**src/rtl/am2940_dma_sequencer_pkg.sv**
```systemverilog
// ============================================================================
// am2940_pkg : AM2940 opcodes, sequencer state encoding, reset instruction
// Rev 1.0
// ============================================================================
`default_nettype none

package am2940_pkg;

  localparam logic [2:0] OP_WR_CTRL = 3'b000;
  localparam logic [2:0] OP_RD_CTRL = 3'b001;
  localparam logic [2:0] OP_RD_WC   = 3'b010;
  localparam logic [2:0] OP_RD_AC   = 3'b011;
  localparam logic [2:0] OP_REINIT  = 3'b100;
  localparam logic [2:0] OP_LD_ADDR = 3'b101;
  localparam logic [2:0] OP_LD_WC   = 3'b110;
  localparam logic [2:0] OP_ENABLE  = 3'b111;

  // RD_CTRL is side-effect free, so it is what the generator sees while idle
  localparam logic [2:0] INSTR_RESET = OP_RD_CTRL;

  typedef enum logic [2:0] {
    ST_IDLE   = 3'd0,
    ST_CTRL   = 3'd1,
    ST_ADDR   = 3'd2,
    ST_WC     = 3'd3,
    ST_VERIFY = 3'd4,
    ST_RUN    = 3'd5,
    ST_FINISH = 3'd6,
    ST_ABORT  = 3'd7
  } state_e;

endpackage

`default_nettype wire

```
**src/rtl/am2940_dma_sequencer_if.sv**
```systemverilog
// ============================================================================
// am2940_dma_sequencer_if : host request, memory handshake and AM2940 bus
// Rev 1.0
// ============================================================================
`default_nettype none

interface am2940_dma_sequencer_if #(
  parameter int DATA_W = 8
);
  logic              Start;
  logic [DATA_W-1:0] StartAddress;
  logic [DATA_W-1:0] WordCount;
  logic [2:0]        ControlWord;
  logic              Abort;
  logic              MemAck;
  logic              Done;
  logic [DATA_W-1:0] AmDataIn;
  logic [2:0]        Instruction;
  logic [DATA_W-1:0] AmDataOut;
  logic              ACI;
  logic              WCI;
  logic              MemReq;
  logic              Busy;
  logic              XferDone;
  logic              Error;

  modport master (
    output Start, StartAddress, WordCount, ControlWord, Abort, MemAck, Done, AmDataIn,
    input  Instruction, AmDataOut, ACI, WCI, MemReq, Busy, XferDone, Error
  );

  modport slave (
    input  Start, StartAddress, WordCount, ControlWord, Abort, MemAck, Done, AmDataIn,
    output Instruction, AmDataOut, ACI, WCI, MemReq, Busy, XferDone, Error
  );
endinterface

`default_nettype wire

```
**src/rtl/am2940_dma_sequencer_ack_timeout_timer.sv**
```systemverilog
// ============================================================================
// ack_timeout_timer : counts consecutive enabled cycles, flags the LIMIT-th one
// Rev 1.0
// ============================================================================
`default_nettype none

module ack_timeout_timer #(
  parameter int LIMIT = 8
) (
  input  logic clk,
  input  logic rst_n,
  input  logic clear,
  input  logic enable,
  output logic expired
);
  localparam int CW = $clog2(LIMIT + 1);

  logic [CW-1:0] cnt_q, cnt_d;

  always_comb begin
    cnt_d = cnt_q;
    if (clear) begin
      cnt_d = '0;
    end else if (enable && (cnt_q != CW'(LIMIT))) begin
      cnt_d = cnt_q + CW'(1);
    end
  end

  always_ff @(posedge clk or negedge rst_n) begin
    if (!rst_n) begin
      cnt_q <= '0;
    end else begin
      cnt_q <= cnt_d;
    end
  end

  // Fires during the LIMIT-th waiting cycle so the abort lands on its closing edge
  assign expired = enable && !clear && (cnt_q == CW'(LIMIT - 1));

endmodule

`default_nettype wire

```
**src/rtl/am2940_dma_sequencer.sv**
```systemverilog
// ============================================================================
// am2940_dma_sequencer : loads and paces an AM2940 address generator per request
// Optional readback of the control register: define READBACK_VERIFY_EN.  Rev 1.0
// ============================================================================
`default_nettype none

module am2940_dma_sequencer
  import am2940_pkg::*;
#(
  parameter int DATA_W      = 8,
  parameter int ACK_TIMEOUT = 0
) (
  input  logic                   clk,
  input  logic                   Reset_n,
  am2940_dma_sequencer_if.slave  bus
);

  state_e            state_q, state_d;
  logic [2:0]        ctrl_q, ctrl_d;
  logic [DATA_W-1:0] addr_q, addr_d;
  logic [DATA_W-1:0] wc_q, wc_d;
  logic [2:0]        instr_q, instr_d;
  logic [DATA_W-1:0] amdata_q, amdata_d;
  logic              cnt_n_q, cnt_n_d;
  logic              memreq_q, memreq_d;
  logic              busy_q, busy_d;
  logic              xfer_q, xfer_d;
  logic              error_q, error_d;
  logic              step;
  logic              ack_expired;

  generate
    if (ACK_TIMEOUT > 0) begin : g_ack_timeout
      ack_timeout_timer #(.LIMIT(ACK_TIMEOUT)) u_timer (
        .clk     (clk),
        .rst_n   (Reset_n),
        .clear   ((state_q != ST_RUN) || bus.MemAck),
        .enable  (state_q == ST_RUN),
        .expired (ack_expired)
      );
    end else begin : g_no_ack_timeout
      assign ack_expired = 1'b0;
    end
  endgenerate

  always_comb begin
    state_d = state_q;
    ctrl_d  = ctrl_q;
    addr_d  = addr_q;
    wc_d    = wc_q;
    error_d = error_q;
    step    = 1'b0;

    case (state_q)
      ST_IDLE: begin
        if (bus.Start) begin
          ctrl_d  = bus.ControlWord;
          addr_d  = bus.StartAddress;
          wc_d    = bus.WordCount;
          error_d = 1'b0;
          state_d = ST_CTRL;
        end
      end
      ST_CTRL: state_d = ST_ADDR;
      ST_ADDR: state_d = ST_WC;
`ifdef READBACK_VERIFY_EN
      ST_WC:   state_d = ST_VERIFY;
      ST_VERIFY: begin
        if (bus.AmDataIn[2:0] != ctrl_q) begin
          error_d = 1'b1;
          state_d = ST_ABORT;
        end else begin
          state_d = ST_RUN;
        end
      end
`else
      ST_WC:   state_d = ST_RUN;
`endif
      ST_RUN: begin
        if (bus.MemAck) begin
          step = 1'b1;
          if (bus.Done) begin
            state_d = ST_FINISH;
          end
        end else if (ack_expired) begin
          error_d = 1'b1;
          state_d = ST_ABORT;
        end
      end
      default: state_d = ST_IDLE;
    endcase

    // A host abort overrides everything, including a word acknowledged this cycle
    if (bus.Abort && (state_q != ST_IDLE) && (state_q != ST_ABORT)) begin
      state_d = ST_ABORT;
      step    = 1'b0;
    end
  end

  // Outputs are registered images of the state being entered
  always_comb begin
    instr_d  = INSTR_RESET;
    amdata_d = amdata_q;
    case (state_d)
      ST_CTRL: begin
        instr_d  = OP_WR_CTRL;
        amdata_d = DATA_W'(ctrl_d);
      end
      ST_ADDR: begin
        instr_d  = OP_LD_ADDR;
        amdata_d = addr_d;
      end
      ST_WC: begin
        instr_d  = OP_LD_WC;
        amdata_d = wc_d;
      end
      ST_RUN:    instr_d = OP_ENABLE;
      ST_FINISH: instr_d = OP_ENABLE;
      ST_ABORT:  instr_d = OP_REINIT;
      default:   instr_d = INSTR_RESET;
    endcase
    cnt_n_d  = !step;
    memreq_d = (state_d == ST_RUN);
    busy_d   = (state_d != ST_IDLE);
    xfer_d   = (state_d == ST_FINISH);
  end

  always_ff @(posedge clk or negedge Reset_n) begin
    if (!Reset_n) begin
      state_q  <= ST_IDLE;
      ctrl_q   <= '0;
      addr_q   <= '0;
      wc_q     <= '0;
      instr_q  <= INSTR_RESET;
      amdata_q <= '0;
      cnt_n_q  <= 1'b1;
      memreq_q <= 1'b0;
      busy_q   <= 1'b0;
      xfer_q   <= 1'b0;
      error_q  <= 1'b0;
    end else begin
      state_q  <= state_d;
      ctrl_q   <= ctrl_d;
      addr_q   <= addr_d;
      wc_q     <= wc_d;
      instr_q  <= instr_d;
      amdata_q <= amdata_d;
      cnt_n_q  <= cnt_n_d;
      memreq_q <= memreq_d;
      busy_q   <= busy_d;
      xfer_q   <= xfer_d;
      error_q  <= error_d;
    end
  end

  assign bus.Instruction = instr_q;
  assign bus.AmDataOut   = amdata_q;
  assign bus.ACI         = cnt_n_q;
  assign bus.WCI         = cnt_n_q;
  assign bus.MemReq      = memreq_q;
  assign bus.Busy        = busy_q;
  assign bus.XferDone    = xfer_q;
  assign bus.Error       = error_q;

endmodule

`default_nettype wire

```
**src/flat_wrapper.sv**
```systemverilog
// flat-port wrapper written by rule: the top's interface ports become plain ports
module am2940_dma_sequencer_flat import am2940_pkg::*;
#(
  parameter int DATA_W      = 8,
  parameter int ACK_TIMEOUT = 0
)
  (clk, Reset_n, bus_Start, bus_StartAddress, bus_WordCount, bus_ControlWord, bus_Abort, bus_MemAck, bus_Done, bus_AmDataIn, bus_Instruction, bus_AmDataOut, bus_ACI, bus_WCI, bus_MemReq, bus_Busy, bus_XferDone, bus_Error);
  am2940_dma_sequencer_if #(.DATA_W(DATA_W)) bus_i ();
  input  logic clk;
  input  logic Reset_n;
  input wire logic [$bits(bus_i.Start)-1:0] bus_Start;
  input wire logic [$bits(bus_i.StartAddress)-1:0] bus_StartAddress;
  input wire logic [$bits(bus_i.WordCount)-1:0] bus_WordCount;
  input wire logic [$bits(bus_i.ControlWord)-1:0] bus_ControlWord;
  input wire logic [$bits(bus_i.Abort)-1:0] bus_Abort;
  input wire logic [$bits(bus_i.MemAck)-1:0] bus_MemAck;
  input wire logic [$bits(bus_i.Done)-1:0] bus_Done;
  input wire logic [$bits(bus_i.AmDataIn)-1:0] bus_AmDataIn;
  output wire logic [$bits(bus_i.Instruction)-1:0] bus_Instruction;
  output wire logic [$bits(bus_i.AmDataOut)-1:0] bus_AmDataOut;
  output wire logic [$bits(bus_i.ACI)-1:0] bus_ACI;
  output wire logic [$bits(bus_i.WCI)-1:0] bus_WCI;
  output wire logic [$bits(bus_i.MemReq)-1:0] bus_MemReq;
  output wire logic [$bits(bus_i.Busy)-1:0] bus_Busy;
  output wire logic [$bits(bus_i.XferDone)-1:0] bus_XferDone;
  output wire logic [$bits(bus_i.Error)-1:0] bus_Error;
  assign bus_i.Start = bus_Start;
  assign bus_i.StartAddress = bus_StartAddress;
  assign bus_i.WordCount = bus_WordCount;
  assign bus_i.ControlWord = bus_ControlWord;
  assign bus_i.Abort = bus_Abort;
  assign bus_i.MemAck = bus_MemAck;
  assign bus_i.Done = bus_Done;
  assign bus_i.AmDataIn = bus_AmDataIn;
  assign bus_Instruction = bus_i.Instruction;
  assign bus_AmDataOut = bus_i.AmDataOut;
  assign bus_ACI = bus_i.ACI;
  assign bus_WCI = bus_i.WCI;
  assign bus_MemReq = bus_i.MemReq;
  assign bus_Busy = bus_i.Busy;
  assign bus_XferDone = bus_i.XferDone;
  assign bus_Error = bus_i.Error;
  am2940_dma_sequencer #(.DATA_W(DATA_W), .ACK_TIMEOUT(ACK_TIMEOUT)) u_core (.clk(clk), .Reset_n(Reset_n), .bus(bus_i));
endmodule
```
**config.mk**
```make
export PLATFORM = sky130hd
export DESIGN_NAME = am2940_dma_sequencer_flat
export DESIGN_NICKNAME = d
export VERILOG_FILES = /design/src/rtl/am2940_dma_sequencer_pkg.sv /design/src/rtl/am2940_dma_sequencer_if.sv /design/src/rtl/am2940_dma_sequencer_ack_timeout_timer.sv /design/src/rtl/am2940_dma_sequencer.sv /design/src/flat_wrapper.sv
export SDC_FILE = /design/constraint.sdc
export NUM_CORES = 1
export LEC_CHECK = 0
export BUFFER_PORTS_ARGS = -buffer_cell sky130_fd_sc_hd__buf_2
export CORE_MARGIN = 1
export CORE_UTILIZATION = 50
export CTS_CLUSTER_SIZE = 20
export DETAILED_ROUTE_END_ITERATION = 12
export GPL_ROUTABILITY_DRIVEN = 0
export PLACE_DENSITY = 0.82
export SLEW_MARGIN = 10
export SYNTH_ARGS = -nofsm -noshare
export SYNTH_HDL_FRONTEND = slang
export SYNTH_HIERARCHICAL = 1
export SYNTH_SLANG_ARGS = --single-unit
```
**constraint.sdc**
```tcl
create_clock -name clk -period 2.42 [get_ports clk]
set_input_delay 0.484 -clock clk [delete_from_list [all_inputs] [get_ports clk]]
set_output_delay 0.484 -clock clk [all_outputs]
set_load 0.1 [all_outputs]
```
==> results.txt, run 1 <==
----------------------------------------------------
[Run status]
  Result of the run ... complete, no violations

[Critical path]
  Number of buffer and inverter stages on the critical path ... 1
  Crit end category ... flip-flop
  CP Data Arrival Time ... between 2 and 2.5 ns
  Cell type of the slowest stage on the worst timing path ... sky130_fd_sc_hd__dfrtp_1
  Maximum fanout encountered on the critical timing path ... 14
  Cell family contributing the most delay on the critical path ... flip-flops
  Cells traversed along the worst timing path ... nor4b_4 -> buf_4 -> mux2_4 -> a211oi_1 -> a32oi_1
  CP startpoint kind ... flip-flop
  Slowest cell delay on critical path ... 0.57 ns
  Worst Setup Path Type ... reg -> reg
  Required time of the critical path ... 2.64 ns

[Yosys]
  Yosys warnings ... 6
  EDFF count, synth ... 0
  Leading register cell type out of synthesis ... sky130_fd_sc_hd__dfrtp_1
  Share of flip-flops with an asynchronous set or reset after synthesis ... 100%
  Combined area of all synthesized cells ... 1680 µm²
  Share of the yosys chip area belonging to registers ... 55.1%
  Mapped Cells ... 130
  Number of distinct library cell variants in the gate-level netlist after synthesis ... 37
  Per-instance average area after synthesis ... 13.0 µm²
  Count of state elements after synthesis ... 37
  Post-Synthesis Net Count ... 163

[Clock network]
  Post-CTS Hold Fix Bufs ... 0
  # clock sinks ... 37
  Skew-Pair Late Insertion Delay ... around 0.35 ns
  CTS Buf Count ... 5
  Root Buffer Master ... sky130_fd_sc_hd__clkbuf_4
  Quantity of gates resized following cts ... 0
  Maximum level of the CTS H-tree ... 2
  Post-CTS Repair Setup Buffers ... 0
  Clock tree from TritonCTS ... yes
  Maximum root-to-sink buffer count ... 2
  Clock slew at the register clock pins of the worst setup and hold paths ... 0.12 ns

[STA]
  Fmax ... 488 MHz
  Max-Slew Margin vs Limit ... 48.2%
  Hold Vio Cnt, Final ... 0
  Worst-Margin Slew ... approximately 0.78 ns
  Setup violation total in the final timing report ... 0
  Clock skew ... 0.0167 ns
  Sum Neg Setup Slack ... 0 ns
  Final period utilization ... 84.7%
  RSZ-0062 raised after global routing ... false
  Final period demand of the worst path ... between 2 and 2.5 ns
  Max Transition Viols Final ... 0

[Finish]
  Ratio of cells with drive above 1 in the final layout ... 43.9%
  Final Cell Area ... 1980 µm²
  Nets@finish ... 203
  Number of non-filler instances in the completed layout ... 215
  Area growth syn-to-layout ... 17.4%
  ANT cells ... 0

[Pwr]
  Clock share of power ... between 10 and 15%
  Sequential fraction of design power ... 33.8%
  Internal power component ... 1.62 mW
  Static Leak ... 0.949 nW
  Combinational Power Share ... 52.4%
  Max rail drop VDD ... about 0.71 mV
  Switching share of total power ... roughly 48%
  Total net switching power ... about 1.5 mW
  Power density of the placed cells ... roughly 1600 nW/µm²

[Worst hold path]
  Worst min-delay path class ... in -> async

[Routing]
  Detailed Route Iter0 Violations ... 26
  Detailed Routing Iterations Pass 1 ... 4
  Via count ... approximately 1100
  Per-cell via count in the routed design ... roughly 5.3
  Final antenna-violating net count ... 0
  DRC viols ... 0
  Average routed wire per standard cell ... 14.4 µm
  Sum of routed wire length over all layers ... 3090 µm

[Floorplan]
  # IOs ... 50
  Core Region ... between 3000 and 4000 µm²
  Standard-cell row count ... 20
  Die H ... 60.0 µm
  Initial core utilization ... 53.8%
  Die span in x ... between 60 and 70 µm
  Total die area ... 3600 µm²

[Flow run]
  Max capacitance violation total ... 0

[Place]
  Post-Place Cell Area ... 1890 µm²
  Detailed-placement wirelength estimate ... 2290 µm
  Number of buffer cells added on primary ports ... 40
  Inst Count DP ... 207

[Global routing]
  Aggregate global routing overflow ... 0
  Global-route wire length before repair ... a little under 5000 µm
  Number of antenna violations at the first check in global routing ... 0
  Maximum number of pins on one net before global-route repair ... 38
  Total routing resource utilization after global routing ... 19.4%
  Number of global-route vias before repair ... approximately 1000

----------------------------------------------------
[registers in the layout, indices dropped and copies added (netlist names)]
| register | count |
|---|---|
| u_core/bus.Instruction | 3 |
| u_core/bus.XferDone | 1 |
| u_core/bus.Busy | 1 |
| u_core/ctrl_q | 3 |
| u_core/addr_q | 8 |
| u_core/bus.AmDataOut | 8 |
| u_core/bus.ACI | 1 |
| u_core/bus.MemReq | 1 |
| u_core/state_q | 3 |
| u_core/wc_q | 8 |
[Yosys cell counts, types with 2 or more instances]
master / instances / area share [%]
sky130_fd_sc_hd__a211oi_1: 3 / 1.3
sky130_fd_sc_hd__a21oi_1: 2 / 0.59
sky130_fd_sc_hd__a221o_1: 6 / 3.6
sky130_fd_sc_hd__a32oi_1: 3 / 1.6
sky130_fd_sc_hd__buf_4: 2 / 0.89
sky130_fd_sc_hd__buf_6: 2 / 1.3
sky130_fd_sc_hd__clkbuf_1: 4 / 0.89
sky130_fd_sc_hd__dfrtp_1: 35 / 52
sky130_fd_sc_hd__dfstp_2: 2 / 3.1
sky130_fd_sc_hd__inv_1: 7 / 1.6
sky130_fd_sc_hd__mux2_2: 8 / 5.3
sky130_fd_sc_hd__mux2_4: 10 / 8.9
sky130_fd_sc_hd__nand2_1: 5 / 1.1
sky130_fd_sc_hd__nand2b_1: 5 / 1.9
sky130_fd_sc_hd__nand3_1: 5 / 1.5
sky130_fd_sc_hd__nand3b_1: 3 / 1.3
sky130_fd_sc_hd__nor2_1: 4 / 0.89
sky130_fd_sc_hd__nor2b_1: 5 / 1.9
[worst paths after layout]
path | endpoint | slack (ns) | cells after the start | start
max | u_core/bus.AmDataOut[1] | 0.37 | 5 | u_core/state_q[1]
min | u_core/bus.AmDataOut[7] | 0.20 | 1 | Reset_n
max reg2reg | u_core/bus.AmDataOut[1] | 0.37 | 5 | u_core/state_q[1]
min reg2reg | u_core/addr_q[3] | 0.51 | 1 | u_core/addr_q[3]
max in group asynchronous | u_core/state_q[0] | 1.72 | 1 | Reset_n
min in group clk | u_core/bus.ACI | 0.32 | 2 | bus_MemAck
[cell usage in the layout, fill, tap and decap left out, types with 4 or more instances in the layout]
cell type                   n
sky130_fd_sc_hd__a221o_1    6
sky130_fd_sc_hd__buf_2     40
sky130_fd_sc_hd__clkbuf_4   5
sky130_fd_sc_hd__dfrtp_1   35
sky130_fd_sc_hd__inv_1      7
sky130_fd_sc_hd__mux2_2     8
sky130_fd_sc_hd__mux2_4    10
sky130_fd_sc_hd__nand2_1    5
sky130_fd_sc_hd__nand2b_1   5
sky130_fd_sc_hd__nand3_1    5
sky130_fd_sc_hd__nor2_1     4
sky130_fd_sc_hd__nor2b_1    5
[logic make-up after synthesis]
group,share of synthesized area [%]
buffers and inverters,6.17
xor gates and xnor gates,0.520
DFF,55.1
muxes,15.5
other,0.223
and+or+nand+nor,12.5
AOI/OAI and AO/OA,9.96
[per-stage QoR]
stage                     total power, mW  utilization, %  hold slack (ns)  worst slack, ns
final                                3.14            63.2            0.196            0.371
after global routing                 3.30            63.2            0.246            0.253
after CTS                            3.16            63.2            0.219            0.389
after detailed placement             2.72            60.5            0.485            0.396
after global placement               2.65            60.5            0.473            0.440
after floorplan                      2.43               -            0.188            0.660
[routing by layer]
metal / vias to the layer above / global-route usage, % / share of wire [%]
li1: 540 / - / -
met1: 556 / 27.2 / 47
met2: 28 / 27.9 / 47
met3: 5 / 6.49 / 4.8
met4: 0 / 7.31 / 1.3
met5: - / 0 / 0
[area by class of cell]
cell class | count | area, µm²
flip-flops and latches | 37 | 928
clock buffers | 5 | 37.5
fillers | 245 | 1150
well taps | 44 | 55.1
repair buffers | 43 | 223
inverters | 7 | 26.3
multi-input cells | 76 | 661
clock inverters | 3 | 46.3
[power by group through the flow]
stage | logic (mW) | clock network (mW) | registers (mW)
2_1_floorplan | 0.728 | 0 | 1.70
3_3_place_gp | 1.60 | 0 | 1.05
3_5_place_dp | 1.64 | 0 | 1.07
4_1_cts | 1.65 | 0.443 | 1.06
5_1_grt | 1.74 | 0.476 | 1.08
6_report | 1.65 | 0.434 | 1.06
Power figures use the tool's default switching activity.
==> inputs of run 2 (changes only) <==
clock period = 2 ns   (was 2.42 ns; I/O delays follow)
==> run 2 against run 1 <==
  * Via count is 1.1% lower
  * Global-route usage up 1.9 points
  * Maximum frequency up 9.2%
  * Final area is 2.0% higher
  * Core utilization grew 1.2 points
  * Power grew 26%
  * Flip-flop and latch count did not move
  * Clock-buffer cell count unchanged
  * Highest routed layer unchanged
  * Critical path depth did not move
  * Non-clock buffer count up 1
==> results.txt, run 2 (same netlist as run 1, synthesis figures left out) <==
----------------------------------------------------
[Run status]
  Result of the run ... complete, no violations

[Clock network]
  Root Buffer Master ... sky130_fd_sc_hd__clkbuf_4
  Clock slew at the register clock pins of the worst setup and hold paths ... 0.11 ns
  Quantity of gates resized following cts ... 0
  Post-CTS Repair Setup Buffers ... 0
  Maximum root-to-sink buffer count ... 2
  Clock tree from TritonCTS ... yes
  Skew-Pair Late Insertion Delay ... 0.34 ns
  # clock sinks ... 37
  Post-CTS Hold Fix Bufs ... 0
  Maximum level of the CTS H-tree ... 2
  CTS Buf Count ... 5

[Global routing]
  Number of antenna violations at the first check in global routing ... 0
  Aggregate global routing overflow ... 0
  Maximum number of pins on one net before global-route repair ... 38
  Total routing resource utilization after global routing ... 21.3%
  Global-route wire length before repair ... 5310 µm
  Number of global-route vias before repair ... about 1100

[Finish]
  Area growth syn-to-layout ... 19.7%
  ANT cells ... 0
  Nets@finish ... 204
  Leading cell type in the layout, fill and taps excluded ... sky130_fd_sc_hd__buf_2
  Leading cell types in the layout, fill and taps excluded ... sky130_fd_sc_hd__buf_2, sky130_fd_sc_hd__dfrtp_1, sky130_fd_sc_hd__mux2_4
  Filler cell count in the final layout ... 241
  Ratio of cells with drive above 1 in the final layout ... 44.2%

[Critical path]
  Worst flop-to-flop path endpoint ... u_core/bus.AmDataOut[2]
  Worst Setup Path Type ... reg -> reg
  Crit end category ... flip-flop
  Slowest cell delay on critical path ... 0.42 ns
  Number of buffer and inverter stages on the critical path ... 1
  Cell family contributing the most delay on the critical path ... flip-flops
  Origin of the critical flop-to-flop path ... u_core/state_q[1]
  Cell type of the slowest stage on the worst timing path ... sky130_fd_sc_hd__dfrtp_1
  Setup slack of the most critical reg-to-reg path ... 0.12 ns
  Worst Reg-to-Reg Cells ... 5
  Required time of the critical path ... around 2.2 ns
  Total stage count of the critical path ... 5
  CP startpoint kind ... flip-flop
  Cells traversed along the worst timing path ... nor4b_4 -> buf_12 -> mux2_2 -> a211oi_1 -> a32oi_1
  CP Data Arrival Time ... 2.09 ns
  Maximum fanout encountered on the critical timing path ... 19

[Floorplan]
  Die H ... 60.0 µm
  Initial core utilization ... roughly 54%
  # IOs ... 50
  Die span in x ... approximately 60 µm
  Total die area ... ~3600 µm²
  Standard-cell row count ... 20
  Core Region ... 3130 µm²

[Flow run]
  Max capacitance violation total ... 0

[Routing]
  Detailed Route Iter0 Violations ... 54
  Sum of routed wire length over all layers ... 3240 µm
  Final antenna-violating net count ... 0
  DRC viols ... 0
  Average routed wire per standard cell ... 15.0 µm
  Via count ... 1117
  Detailed Routing Iterations Pass 1 ... 4
  Per-cell via count in the routed design ... between 5 and 6

[STA]
  Clock skew ... 0.00761 ns
  Setup violation total in the final timing report ... 0
  Final period demand of the worst path ... 1.88 ns
  Sum Neg Setup Slack ... 0 ns
  PnR worst setup slack ... 0.125 ns
  Fmax ... 533 MHz
  Max Transition Viols Final ... 0
  Worst-Margin Slew ... 0.786 ns
  Final period utilization ... a little over nine tenths
  RSZ-0062 raised after global routing ... false
  Max-Slew Margin vs Limit ... 47.6%
  Hold Vio Cnt, Final ... 0

[Place]
  Detailed-placement wirelength estimate ... 2380 µm
  Worst setup timing slack at the placement stage ... 0.132 ns
  Number of buffer cells added on primary ports ... 40

[Pwr]
  Power density of the placed cells ... 1960 nW/µm²
  Overall power consumption ... between 3 and 4 mW
  Static Leak ... 0.969 nW
  Max rail drop VDD ... roughly 0.84 mV

[Worst hold path]
  Worst min-delay path class ... in -> async

----------------------------------------------------
-- run 2: changes by cell type in the layout (fill, tap and decap cells not counted), sizes merged --
cell / delta
bufinv: +1
clkinvlp: -1
buf: +1
-- run 2: how the worst max path moves through the flow --
stage	from	end	slack (ns)
floorplan	u_core/state_q[1]	u_core/bus.AmDataOut[0]	0.24
global placement	bus_Start	u_core/bus.AmDataOut[6]	0.16
detailed placement	bus_Start	u_core/bus.AmDataOut[2]	0.13
CTS	u_core/state_q[1]	u_core/bus.AmDataOut[2]	0.11
global route	u_core/state_q[1]	u_core/bus.AmDataOut[2]	0.03
finish	u_core/state_q[1]	u_core/bus.AmDataOut[2]	0.12
-- run 2: worst register-to-register path: cells and delay by family (launching register included) --
family | cells | cell delay (ns)
compound gates | 2 | 0.39
buf+inv | 1 | 0.22
flops | 1 | 0.42
mux | 1 | 0.39
simple gates | 1 | 0.33
-- run 2: stage by stage --
step	std cells	area, µm²	hold slack [ns]	util, %
2_1_floorplan	130	1680	0.104	-
3_3_place_gp	208	1910	0.472	61.2
3_5_place_dp	208	1910	0.486	61.2
4_1_cts	216	2020	0.127	64.4
5_1_grt	216	2020	0.161	64.4
6_report	216	2020	0.126	64.4
-- run 2: per-layer routing --
metal  track usage, %  share of wire (%)  wire length (µm)
met1             27.3                 45              1450
met2             32.5                 49              1570
met3             7.58                4.6               150
met4             9.63                2.1                67
met5                0                  0                 0
-- run 2: cell type report --
cell class | count | area (µm²) | share of cell area (%)
clock buffers | 5 | 37.5 | 1.86
clock inverters | 3 | 65.1 | 3.23
inverters | 7 | 26.3 | 1.30
multi-input cells | 76 | 661 | 32.8
flip-flops and latches | 37 | 928 | 46.1
well taps | 44 | 55.1 | 2.73
repair buffers | 44 | 243 | 12.0
-- run 2: power by group --
| part | internal (mW) | switching, mW |
|---|---|---|
| Combinational | 0.638 | 1.46 |
| Clock | 0.387 | 0.241 |
| Sequential | 1.09 | 0.137 |
| Total | 2.12 | 1.84 |
==> inputs of run 3 (changes only) <==
SKIP_LAST_GASP = 1   (was default)
clock period = 1.9 ns   (was 2 ns; I/O delays follow)
==> run 3 against run 2 <==
  * Final area up 1.1%
  * Register-to-register slack worse by 0.05 ns
  * Maximum frequency up 2.6%
  * Flip-flop and latch count unchanged
  * Worst hold slack worse by 0.021 ns
  * Sequential share of layout area down 0.48 points
  * Via count up 4.9%
  * Setup slack worse by 0.053 ns
  * Clock-buffer cell count unchanged
  * First-iteration DRC count down 5.6%
  * Core utilization up 0.68 points
==> results.txt, run 3 (same netlist as run 1, synthesis figures left out) <==
----------------------------------------------------
[Run status]
  Result of the run ... complete, no violations

[Critical path]
  Launching instance or port of the critical path ... u_core/state_q[2]
  Cell type of the slowest stage on the worst timing path ... sky130_fd_sc_hd__dfrtp_1
  Slowest cell delay on critical path ... roughly 0.42 ns
  CP Data Arrival Time ... approximately 2.1 ns
  Origin of the critical flop-to-flop path ... u_core/state_q[2]
  Cells traversed along the worst timing path ... nor4b_4 -> buf_6 -> mux2_2 -> nor2b_1 -> a221o_1
  Cell family contributing the most delay on the critical path ... simple AND/OR/NAND/NOR gates
  CP startpoint kind ... flip-flop
  Maximum fanout encountered on the critical timing path ... 8
  Crit end category ... flip-flop
  Number of buffer and inverter stages on the critical path ... 1
  Required time of the critical path ... about 2.1 ns
  Worst Setup Path Type ... reg -> reg

[Floorplan]
  Initial core utilization ... 53.8%
  Die span in x ... 60.0 µm
  Total die area ... between 3000 and 4000 µm²
  Core Region ... between 3000 and 4000 µm²
  # IOs ... 50
  Die H ... around 60 µm
  Standard-cell row count ... 20

[Clock network]
  Clock tree from TritonCTS ... yes
  Root Buffer Master ... sky130_fd_sc_hd__clkbuf_4
  CTS Buf Count ... 5
  Maximum root-to-sink buffer count ... 2
  # clock sinks ... 37
  Skew-Pair Late Insertion Delay ... 0.34 ns
  Maximum level of the CTS H-tree ... 2
  Post-CTS Hold Fix Bufs ... 0
  Clock slew at the register clock pins of the worst setup and hold paths ... between 0.1 and 0.15 ns

[Worst hold path]
  Worst min-delay path class ... in -> async

[Place]
  Number of buffer cells added on primary ports ... 40
  Worst setup timing slack at the placement stage ... 0.0724 ns
  Post-Place Cell Area ... 1920 µm²
  Inst Count DP ... 210
  Detailed-placement wirelength estimate ... 2360 µm

[Pwr]
  Static Leak ... 0.988 nW
  Max rail drop VDD ... around 0.8 mV
  Overall power consumption ... 3.96 mW
  Power density of the placed cells ... 1950 nW/µm²

[Finish]
  Area growth syn-to-layout ... 21.0%
  Leading cell types in the layout, fill and taps excluded ... sky130_fd_sc_hd__buf_2, sky130_fd_sc_hd__dfrtp_1, sky130_fd_sc_hd__mux2_4
  Ratio of cells with drive above 1 in the final layout ... 46.6%
  Leading cell type in the layout, fill and taps excluded ... sky130_fd_sc_hd__buf_2
  Nets@finish ... 210
  Final Cell Area ... 2040 µm²
  Number of non-filler instances in the completed layout ... 222
  ANT cells ... 0

[STA]
  Worst-Margin Slew ... approximately 0.8 ns
  Fmax ... 547 MHz
  Setup violation total in the final timing report ... 0
  Sum Neg Setup Slack ... 0 ns
  Max Transition Viols Final ... 0
  Clock skew ... 0.0113 ns
  PnR worst setup slack ... 0.0718 ns
  Final period demand of the worst path ... 1.83 ns
  Max-Slew Margin vs Limit ... 48.1%
  Final period utilization ... 96.2%
  Hold Vio Cnt, Final ... 0

[Routing]
  Average routed wire per standard cell ... 14.7 µm
  Final antenna-violating net count ... 0
  Sum of routed wire length over all layers ... approximately 3300 µm
  DRC viols ... 0
  Via count ... 1172
  Per-cell via count in the routed design ... approximately 5.3
  Detailed Routing Iterations Pass 1 ... 4
  Detailed Route Iter0 Violations ... 51

[Global routing]
  Total routing resource utilization after global routing ... about a fifth
  Number of antenna violations at the first check in global routing ... 0
  Maximum number of pins on one net before global-route repair ... 38
  Aggregate global routing overflow ... 0
  Global-route wire length before repair ... 5240 µm
  Number of global-route vias before repair ... 1123

[Flow run]
  Max capacitance violation total ... 0

----------------------------------------------------
-- run 3: cell count changes in the layout (fill, tap and decap cells not counted) --
cell	change
sky130_fd_sc_hd__mux2_4	+3
sky130_fd_sc_hd__clkinvlp_4	+1
sky130_fd_sc_hd__clkinv_2	+1
sky130_fd_sc_hd__buf_6	+2
sky130_fd_sc_hd__buf_4	+4
sky130_fd_sc_hd__a211oi_1	-1
sky130_fd_sc_hd__bufinv_16	-2
sky130_fd_sc_hd__a211oi_2	+1
sky130_fd_sc_hd__mux2_2	-3
-- run 3: timing repair --
| item | in CTS | in global routing |
|---|---|---|
| endpoints found under the setup margin | 0 | 4 |
| resized for setup | 0 | 6 |
| setup buffers | 0 | 4 |
-- run 3: layout make-up --
cell class	count	area, µm²
fill	243	1090
sequential	37	928
multi-input combinational	76	677
timing repair buffer	50	295
tap	44	55.1
clock buffer	5	37.5
inverter	7	26.3
clock inverter	3	17.5
-- run 3: worst paths after layout --
check	to	slack, ns	cells past startpoint
max	u_core/bus.AmDataOut[4]	0.07	5
min reg2reg	u_core/ctrl_q[0]	0.51	1
min in group clk	u_core/bus.ACI	0.24	2
min	u_core/addr_q[6]	0.11	1
max reg2reg	u_core/bus.AmDataOut[4]	0.07	5
max in group asynchronous	u_core/bus.MemReq	1.29	1
-- run 3: stage by stage --
step | hold WS (ns) | utilization [%]
global route | 0.149 | 65.1
floorplan | 0.0844 | -
global placement | 0.472 | 61.2
CTS | 0.123 | 63.0
finish | 0.105 | 65.1
detailed placement | 0.482 | 61.2
-- run 3: per-layer routing --
| layer | global-route usage [%] | wire (µm) | vias up |
|---|---|---|---|
| met5 | 0 | 0 | - |
| met4 | 7.97 | 40 | 0 |
| met3 | 6.28 | 181 | 6 |
| met2 | 32.1 | 1610 | 46 |
| met1 | 27.2 | 1430 | 570 |
| li1 | - | - | 550 |
-- run 3: report_power, final --
| part | leakage, nW | internal (mW) | total, mW | switching (mW) |
|---|---|---|---|---|
| combinational | 0.512 | 0.718 | 2.28 | 1.56 |
| sequential | 0.446 | 1.15 | 1.29 | 0.145 |
| clock | 0.0310 | 0.139 | 0.389 | 0.249 |
